### config.mk
export PLATFORM = sky130hd
export DESIGN_NAME = reg_wr_arbiter
export DESIGN_NICKNAME = d
export VERILOG_FILES = /design/src/rtl/reg_wr_arbiter.sv
export SDC_FILE = /design/constraint.sdc
export NUM_CORES = 1
export LEC_CHECK = 0
export CORE_ASPECT_RATIO = 1.1
export CORE_MARGIN = 5
export CORE_UTILIZATION = 39
export DETAILED_ROUTE_END_ITERATION = 10
export GPL_TIMING_DRIVEN = 1
export MAX_ROUTING_LAYER = met4
export PLACE_DENSITY = 0.86
export SKIP_LAST_GASP = 1
export SLEW_MARGIN = 20
export SYNTH_ARGS = -nofsm -noshare
export SYNTH_HDL_FRONTEND = slang
export SYNTH_SLANG_ARGS = --single-unit
### constraint.sdc
create_clock -name CLK -period 5.6 [get_ports CLK]
set_input_delay 1.12 -clock CLK [delete_from_list [all_inputs] [get_ports CLK]]
set_output_delay 1.12 -clock CLK [all_outputs]
set_load 0.02 [all_outputs]
### src/rtl/reg_wr_arbiter.sv
// Round-robin write arbiter: NREQ requesters share one registered bank write port,
// with bounded lock bursts of up to MAXLOCK consecutive grants to one owner.
module reg_wr_arbiter #(
    parameter int DW      = 32,
    parameter int AW      = 3,
    parameter int NREQ    = 4,
    parameter int MAXLOCK = 4
) (
    input  logic              CLK,
    input  logic              RSTn,
    input  logic [NREQ-1:0]   req,
    input  logic [NREQ-1:0]   lock,
    input  logic [NREQ*AW-1:0] addr,
    input  logic [NREQ*DW-1:0] wdata,
    output logic [NREQ-1:0]   gnt,
    output logic              wr_en,
    output logic [AW-1:0]     wr_addr,
    output logic [DW-1:0]     wr_data,
    output logic              busy
);

    localparam int PW = (NREQ > 1) ? $clog2(NREQ) : 1;
    localparam int LW = $clog2(MAXLOCK + 1);

    localparam logic [0:0] StArb  = 1'b0;
    localparam logic [0:0] StLock = 1'b1;

    logic [0:0]      state_q, state_d;
    logic [PW-1:0]   ptr_q, ptr_d;
    logic [PW-1:0]   owner_q, owner_d;
    logic [LW-1:0]   cnt_q, cnt_d;
    logic [NREQ-1:0] gnt_q, gnt_d;
    logic            wr_en_q, wr_en_d;
    logic [AW-1:0]   wr_addr_q, wr_addr_d;
    logic [DW-1:0]   wr_data_q, wr_data_d;
    logic            busy_q, busy_d;

    logic            found;
    logic [PW-1:0]   win;
    logic [PW-1:0]   idx;
    logic            do_arb;
    logic [PW-1:0]   sel;

    // Rotating priority scan starting at ptr.
    always_comb begin
        found = 1'b0;
        win   = '0;
        idx   = '0;
        for (int k = 0; k < NREQ; k++) begin
            idx = PW'((int'(ptr_q) + k) % NREQ);
            if (!found && req[idx]) begin
                found = 1'b1;
                win   = idx;
            end
        end
    end

    always_comb begin
        state_d   = state_q;
        ptr_d     = ptr_q;
        owner_d   = owner_q;
        cnt_d     = cnt_q;
        gnt_d     = '0;
        wr_en_d   = 1'b0;
        wr_addr_d = wr_addr_q;
        wr_data_d = wr_data_q;
        do_arb    = 1'b1;
        sel       = win;

        // A locked owner keeps the bank only while it asks to; otherwise fall through
        // to normal arbitration in this same cycle.
        if (state_q == StLock) begin
            state_d = StArb;
            if (req[owner_q] && lock[owner_q] && (int'(cnt_q) < MAXLOCK)) begin
                do_arb = 1'b0;
                sel    = owner_q;
                cnt_d  = cnt_q + 1'b1;
                if (int'(cnt_q) + 1 < MAXLOCK) begin
                    state_d = StLock;
                end
            end
        end

        if (do_arb && found) begin
            ptr_d = PW'((int'(win) + 1) % NREQ);
            if (lock[win] && (MAXLOCK > 1)) begin
                state_d = StLock;
                owner_d = win;
                cnt_d   = LW'(1);
            end
        end

        if (!do_arb || found) begin
            gnt_d[sel] = 1'b1;
            wr_en_d    = 1'b1;
            wr_addr_d  = addr[int'(sel)*AW +: AW];
            wr_data_d  = wdata[int'(sel)*DW +: DW];
        end

        busy_d = (state_d == StLock);
    end

    always_ff @(posedge CLK or negedge RSTn) begin
        if (!RSTn) begin
            state_q   <= StArb;
            ptr_q     <= '0;
            owner_q   <= '0;
            cnt_q     <= '0;
            gnt_q     <= '0;
            wr_en_q   <= 1'b0;
            wr_addr_q <= '0;
            wr_data_q <= '0;
            busy_q    <= 1'b0;
        end else begin
            state_q   <= state_d;
            ptr_q     <= ptr_d;
            owner_q   <= owner_d;
            cnt_q     <= cnt_d;
            gnt_q     <= gnt_d;
            wr_en_q   <= wr_en_d;
            wr_addr_q <= wr_addr_d;
            wr_data_q <= wr_data_d;
            busy_q    <= busy_d;
        end
    end

    assign gnt     = gnt_q;
    assign wr_en   = wr_en_q;
    assign wr_addr = wr_addr_q;
    assign wr_data = wr_data_q;
    assign busy    = busy_q;

endmodule

======== After elaboration in Yosys (flattened, before gate mapping) ========
Cells that the tools add are included.
word-level totals
  bits in registers ....................... 48
  input port bits ......................... 150
  output and inout port bits .............. 41
  logic and storage cells ................. 79
cells by class
  $add $sub $neg .......................... 6
  $mul .................................... 1
  order comparisons ....................... 10
  shift-type cells ........................ 2
  muxes and demuxes ....................... 39
  reductions and logical operators ........ 13
operators with widths
  cell                   count
  $shiftx A128 B8 Y32    1
  $lt A2 B3 Y1 const B   7
  $mux W1                20
  $bmux W1 S2            7
  $mux W2                6
  $mux W3                4
  $shiftx A12 B5 Y3      1
  $logic_and A1 B1 Y1    7
  $add A2 B1 Y2 const B  2
  $add A2 B2 Y2 const B  2
  $add A3 B1 Y4 const B  1
  $logic_not A1 Y1       4
  $lt A4 B3 Y1 const B   1
  $mul A2 B2 Y4 const B  1
  $mux W4                1
  $add A3 B1 Y3 const B  1
  $lt A3 B3 Y1 const B   1
  $demux W1 S2           1
  $ge A2 B1 Y1 const B   1
  $reduce_and A2 Y1      1
  $logic_or A1 B1 Y1     1

======== Longest topological paths before layout ========
  depth after elaboration ................. 19
  mapped depth ............................ 7
  depth with buffers taken out ............ 6

======== Worst setup path after synthesis ========
Ideal clock, no wire load.
  path kind ............................... input port to flip-flop
  start ................................... input req[0]
  end ..................................... register owner_q[0]
  library setup time ...................... 0.125 ns
  arrival ................................. 2.643 ns
  required time ........................... 5.475 ns
  slack ................................... 2.832 ns
  stages .................................. 5
  buffers on the path ..................... 0
  path through ............................ nor4_1 > inv_2 > and2_1 > o211ai_1 > mux2_2
between the ends
  word-level cells in the longest chain between the ends .. 15
  elaborated cells between the ends (all ways) .. 32
  classes of those cells .................. 22 x mux; 10 x reduce/logical
RTL lines
  what                           RTL line  RTL
  start: declaration             11        input logic [NREQ-1:0] req,
  $bmux W1 S2                    51        if (!found && req[idx]) begin
  $mux W1 (not written as such)  51
  $mux W1                        51
  $logic_not A1 Y1               51
  $logic_and A1 B1 Y1            51
  $mux W1                        51
  $logic_not A1 Y1               51
  $logic_and A1 B1 Y1            51
  $mux W1                        51
  $logic_not A1 Y1               51
  $logic_and A1 B1 Y1            51
  $mux W2                        51
  $bmux W1 S2                    86        if (lock[win] && (MAXLOCK > 1)) begin
  $mux W1 (not written as such)  86
  $reduce_and A2 Y1 (no line)    n/a
  end signal: assignment         117       owner_q <= owner_d;
  end: declaration               30        logic [PW-1:0] owner_q, owner_d;
Several ways; a longest one is shown, not always the timed one. The select of a mux whose other input is x is not followed.
A chain may end at the register's enable or synchronous reset.

======== Worst setup path after layout ========
  start ................................... input req[1]
  end ..................................... register wr_data_q[0], in the netlist wr_data[0]
between the ends
  word-level cells in the longest chain between the ends .. 15
  elaborated cells between the ends (all ways) .. 33
  classes of those cells .................. 1 x shift; 22 x mux; 10 x reduce/logical
RTL lines
  what                           RTL line  RTL
  $bmux W1 S2                    51
  $mux W1 (not written as such)  51
  $mux W1                        51
  $logic_not A1 Y1               51
  $logic_and A1 B1 Y1            51
  $mux W1                        51
  $logic_not A1 Y1               51
  $logic_and A1 B1 Y1            51
  $mux W1                        51
  $logic_not A1 Y1               51
  $logic_and A1 B1 Y1            51
  $mux W2                        51
  $mux W2                        74        if (req[owner_q] && lock[owner_q] && (int'(cnt_q) < MAXLOCK)) begin
  $mux W2                        72        if (state_q == StLock) begin
  $shiftx A128 B8 Y32            97        wr_data_d = wdata[int'(sel)*DW +: DW];
  end signal: assignment         122       wr_data_q <= wr_data_d;
  end: declaration               35        logic [DW-1:0] wr_data_q, wr_data_d;
Several ways; a longest one is shown, not always the timed one. The select of a mux whose other input is x is not followed.

==> results by group <==
Finish
  • Fin util: 67.4%
  • Antenna diode count: 0
  • Layout cells sized above 1: 6.24%
  • Synth-to-Final Area Change: 70.6%
  • Fin nets: 599
  • Final design area excluding fillers: 4950 um^2

Power and ir drop
  • Overall Power: 0.00236 W
  • Power per cell area: 476 nW/um^2
  • P_leak: 1.97 nW
  • Max VDD drop: 0.000350 V

Floorplan
  • Initial core utilization: 39.5%
  • Rows: 33
  • Die Area: 9270 um^2
  • Die Width: 92.3 um
  • Die Ht: 100 um
  • I/O pin cnt: 191
  • CORE AREA: 7350 um^2

STA
  • Unrepaired setup endpoints after global routing: false
  • Slew HR: 39.3%
  • Worst Tran Pin Value: 0.908 ns
  • Min Tclk post-route: 3.88 ns
  • Peak Freq: 258 MHz
  • Endpoints failing hold: 0
  • Clock skew: 0.00646 ns
  • Fin. max-slew vios: 0
  • Final setup viols: 0
  • Setup TNS: 0 ns
  • Period utilization: 69.3%
  • Fin Hold WS: 0.516 ns

Detailed routing
  • Routed len/inst: 18.2 um
  • Vias post-DR: 2897
  • Final WL: 9.77 mm
  • DRT iter0 DRCs: 76
  • Antenna-violating nets left: 0
  • First drt pass iteration count: 4
  • Drt drc: 0
  • Via density: 5.40

Synthesis
  • Syn nets: 418
  • Yosys warnings: 0
  • #FFs+latches synth: 48
  • Top_reg_cell synth: dfrtp_1
  • Netlist cell types: 37
  • FFs w/ async S/R, synth: 100%
  • Syn avg cell area: 10.9 um^2
  • Post-Syn Instances: 267
  • Post-synth EDFFs: 0
  • Sequential area share after synthesis: 41.4%
  • Mapped cell area: 2900 um^2

CTS
  • Worst-Skew Late Latency: 0.29 ns
  • CTS tree: done
  • Clock-pin slew on the worst setup and hold paths: 0.09 ns
  • Maximum level of the CTS H-tree: 2
  • Cts hold-fix bufs: 0
  • Post_cts resized: 0
  • Inserted Clock Buffers: 5
  • CTS Sinks: 48
  • Max Root-Sink Buffers: 2
  • Setup Fix Bufs, Post-CTS: 0
  • Clk root buf: clkbuf_8

Setup path
  • Crit. End Element: flop
  • Crit start category: input pin
  • Worst setup path class: input pin to flop
  • Worst path required time: 5.72 ns
  • Worst Path Max Fanout: 40
  • Worst Reg-to-Reg Cells: 7
  • Reg2reg setup slack: 2.70 ns
  • Arr. time, crit path: 4.00 ns

Placed design
  • Number of port buffers: 190
  • Gpl congestion: 0.849
  • Placed cell area: 4840 um^2
  • DP HPWL: 7.70 mm

Global route
  • Vias in the first global route: 3098
  • Initial antenna violation count: 0
  • First-pass GRT wire length: 15.5 mm
  • Gr ovfl total: 0
  • Gr usage total: 21.4%
  • Largest net degree at the start of global routing: 49

Run status
  • Status: finished clean

Run
  • # Max-Cap Violations: 0

Worst hold path
  • HP Class: flop to flop
  • Hold Crit Depth: 1
[metrics by stage]
step                setup slack, ns  cells
floorplan                      2.83    267
global placement               1.54    528
detailed placement             1.40    528
CTS                            1.72    536
global route                   1.55    536
finish                         1.72    536
[worst paths after layout]
path / startpoint / endpoint
worst max register to register: ptr_q[0]$_DFFE_PN0P_ / wr_data[26]$_DFFE_PN0P_
worst max-delay path: req[1] / wr_data[0]$_DFFE_PN0P_
worst min-delay path: cnt_q[2]$_DFF_PN0_ / cnt_q[2]$_DFF_PN0_
min in group asynchronous: RSTn / gnt[1]$_DFF_PN0_
max in group asynchronous: RSTn / wr_data[23]$_DFFE_PN0P_
worst min register to register: cnt_q[2]$_DFF_PN0_ / cnt_q[2]$_DFF_PN0_
[cells in the mapped netlist (2+ instances only)]
cell type	instances	area, um^2
buf_2	11	55.1
o21ai_0	4	20.0
nand2b_1	2	12.5
nor2_4	2	22.5
a31oi_1	2	12.5
nor2_1	40	150
a221oi_2	6	90.1
a21oi_1	4	20.0
o2bb2ai_1	2	17.5
a221oi_1	29	254
nand3_1	2	10.0
dfrtp_1	48	1200
mux2_2	4	45.0
mux2i_1	71	711
nor2b_1	4	25.0
and2_1	3	18.8
nand2_1	8	30.0
clkbuf_1	5	18.8
nor3_1	2	10.0
[logic make-up (layout without fill, tap and decap cells)]
kind of cell / Yosys count / count (layout) / synth area share [%]
xor+xnor: 2 / 2 / 0.604
compound gates: 52 / 52 / 15.8
fa+ha+maj: 1 / 1 / 0.431
simple gates: 69 / 69 / 11.4
flops: 48 / 48 / 41.4
buf+inv: 18 / 200 / 3.06
mux: 77 / 77 / 27.3
[cell usage in the layout, fill, tap and decap left out, types with 3 or more instances in the layout]
master and n:
clkbuf_8 5, o21ai_0 4, a21oi_1 4, nor2_1 40, dfrtp_1 48, nor2b_1 4
nand2_1 8, mux2_2 4, a221oi_1 29, clkdlybuf4s50_1 189, a221oi_2 6, and2_1 3
mux2i_1 71
[state kept, by name (all words and copies together) (netlist names)]
name / flops
wr_data: 32
gnt: 4
cnt_q: 3
wr_addr: 3
owner_q: 2
ptr_q: 2
busy: 1
wr_en: 1
[where the power goes]
group / total (W) / leakage, nW / internal (W) / switching, W
Combinational: 0.00149 / 1.37 / 0.000739 / 0.000753
Sequential: 0.000624 / 0.552 / 0.000518 / 0.000105
Clock: 0.000244 / 0.0552 / 0.000133 / 0.000112
Total: 0.00236 / 1.97 / 0.00139 / 0.000970
[cell type report]
type / instances / area (um^2)
sequential: 48 / 1200
inverter: 1 / 3.75
fill: 603 / 2400
timing repair buffer: 191 / 1920
clock buffer: 6 / 72.6
clock inverter: 2 / 35.0
multi-input combinational: 201 / 1610
tap: 87 / 109
[worst max-delay path, cell delays in order]
cell and delay (ns):
clkdlybuf4s50_1 0.61, nand2_1 0.09, mux4_2 0.48, nand2b_4 0.19, mux2_4 0.50, nor2_4 0.74, a221oi_1 0.24
[routing by layer]
layer  track usage (%)  up-vias  routed length [um]
li1                  -     1372                   -
met1              24.1     1396                3680
met2              38.3      119                5220
met3              6.35       10                 767
met4              3.66        0                 103
met5                 -        -                   0
Power figures use the tool's default switching activity.
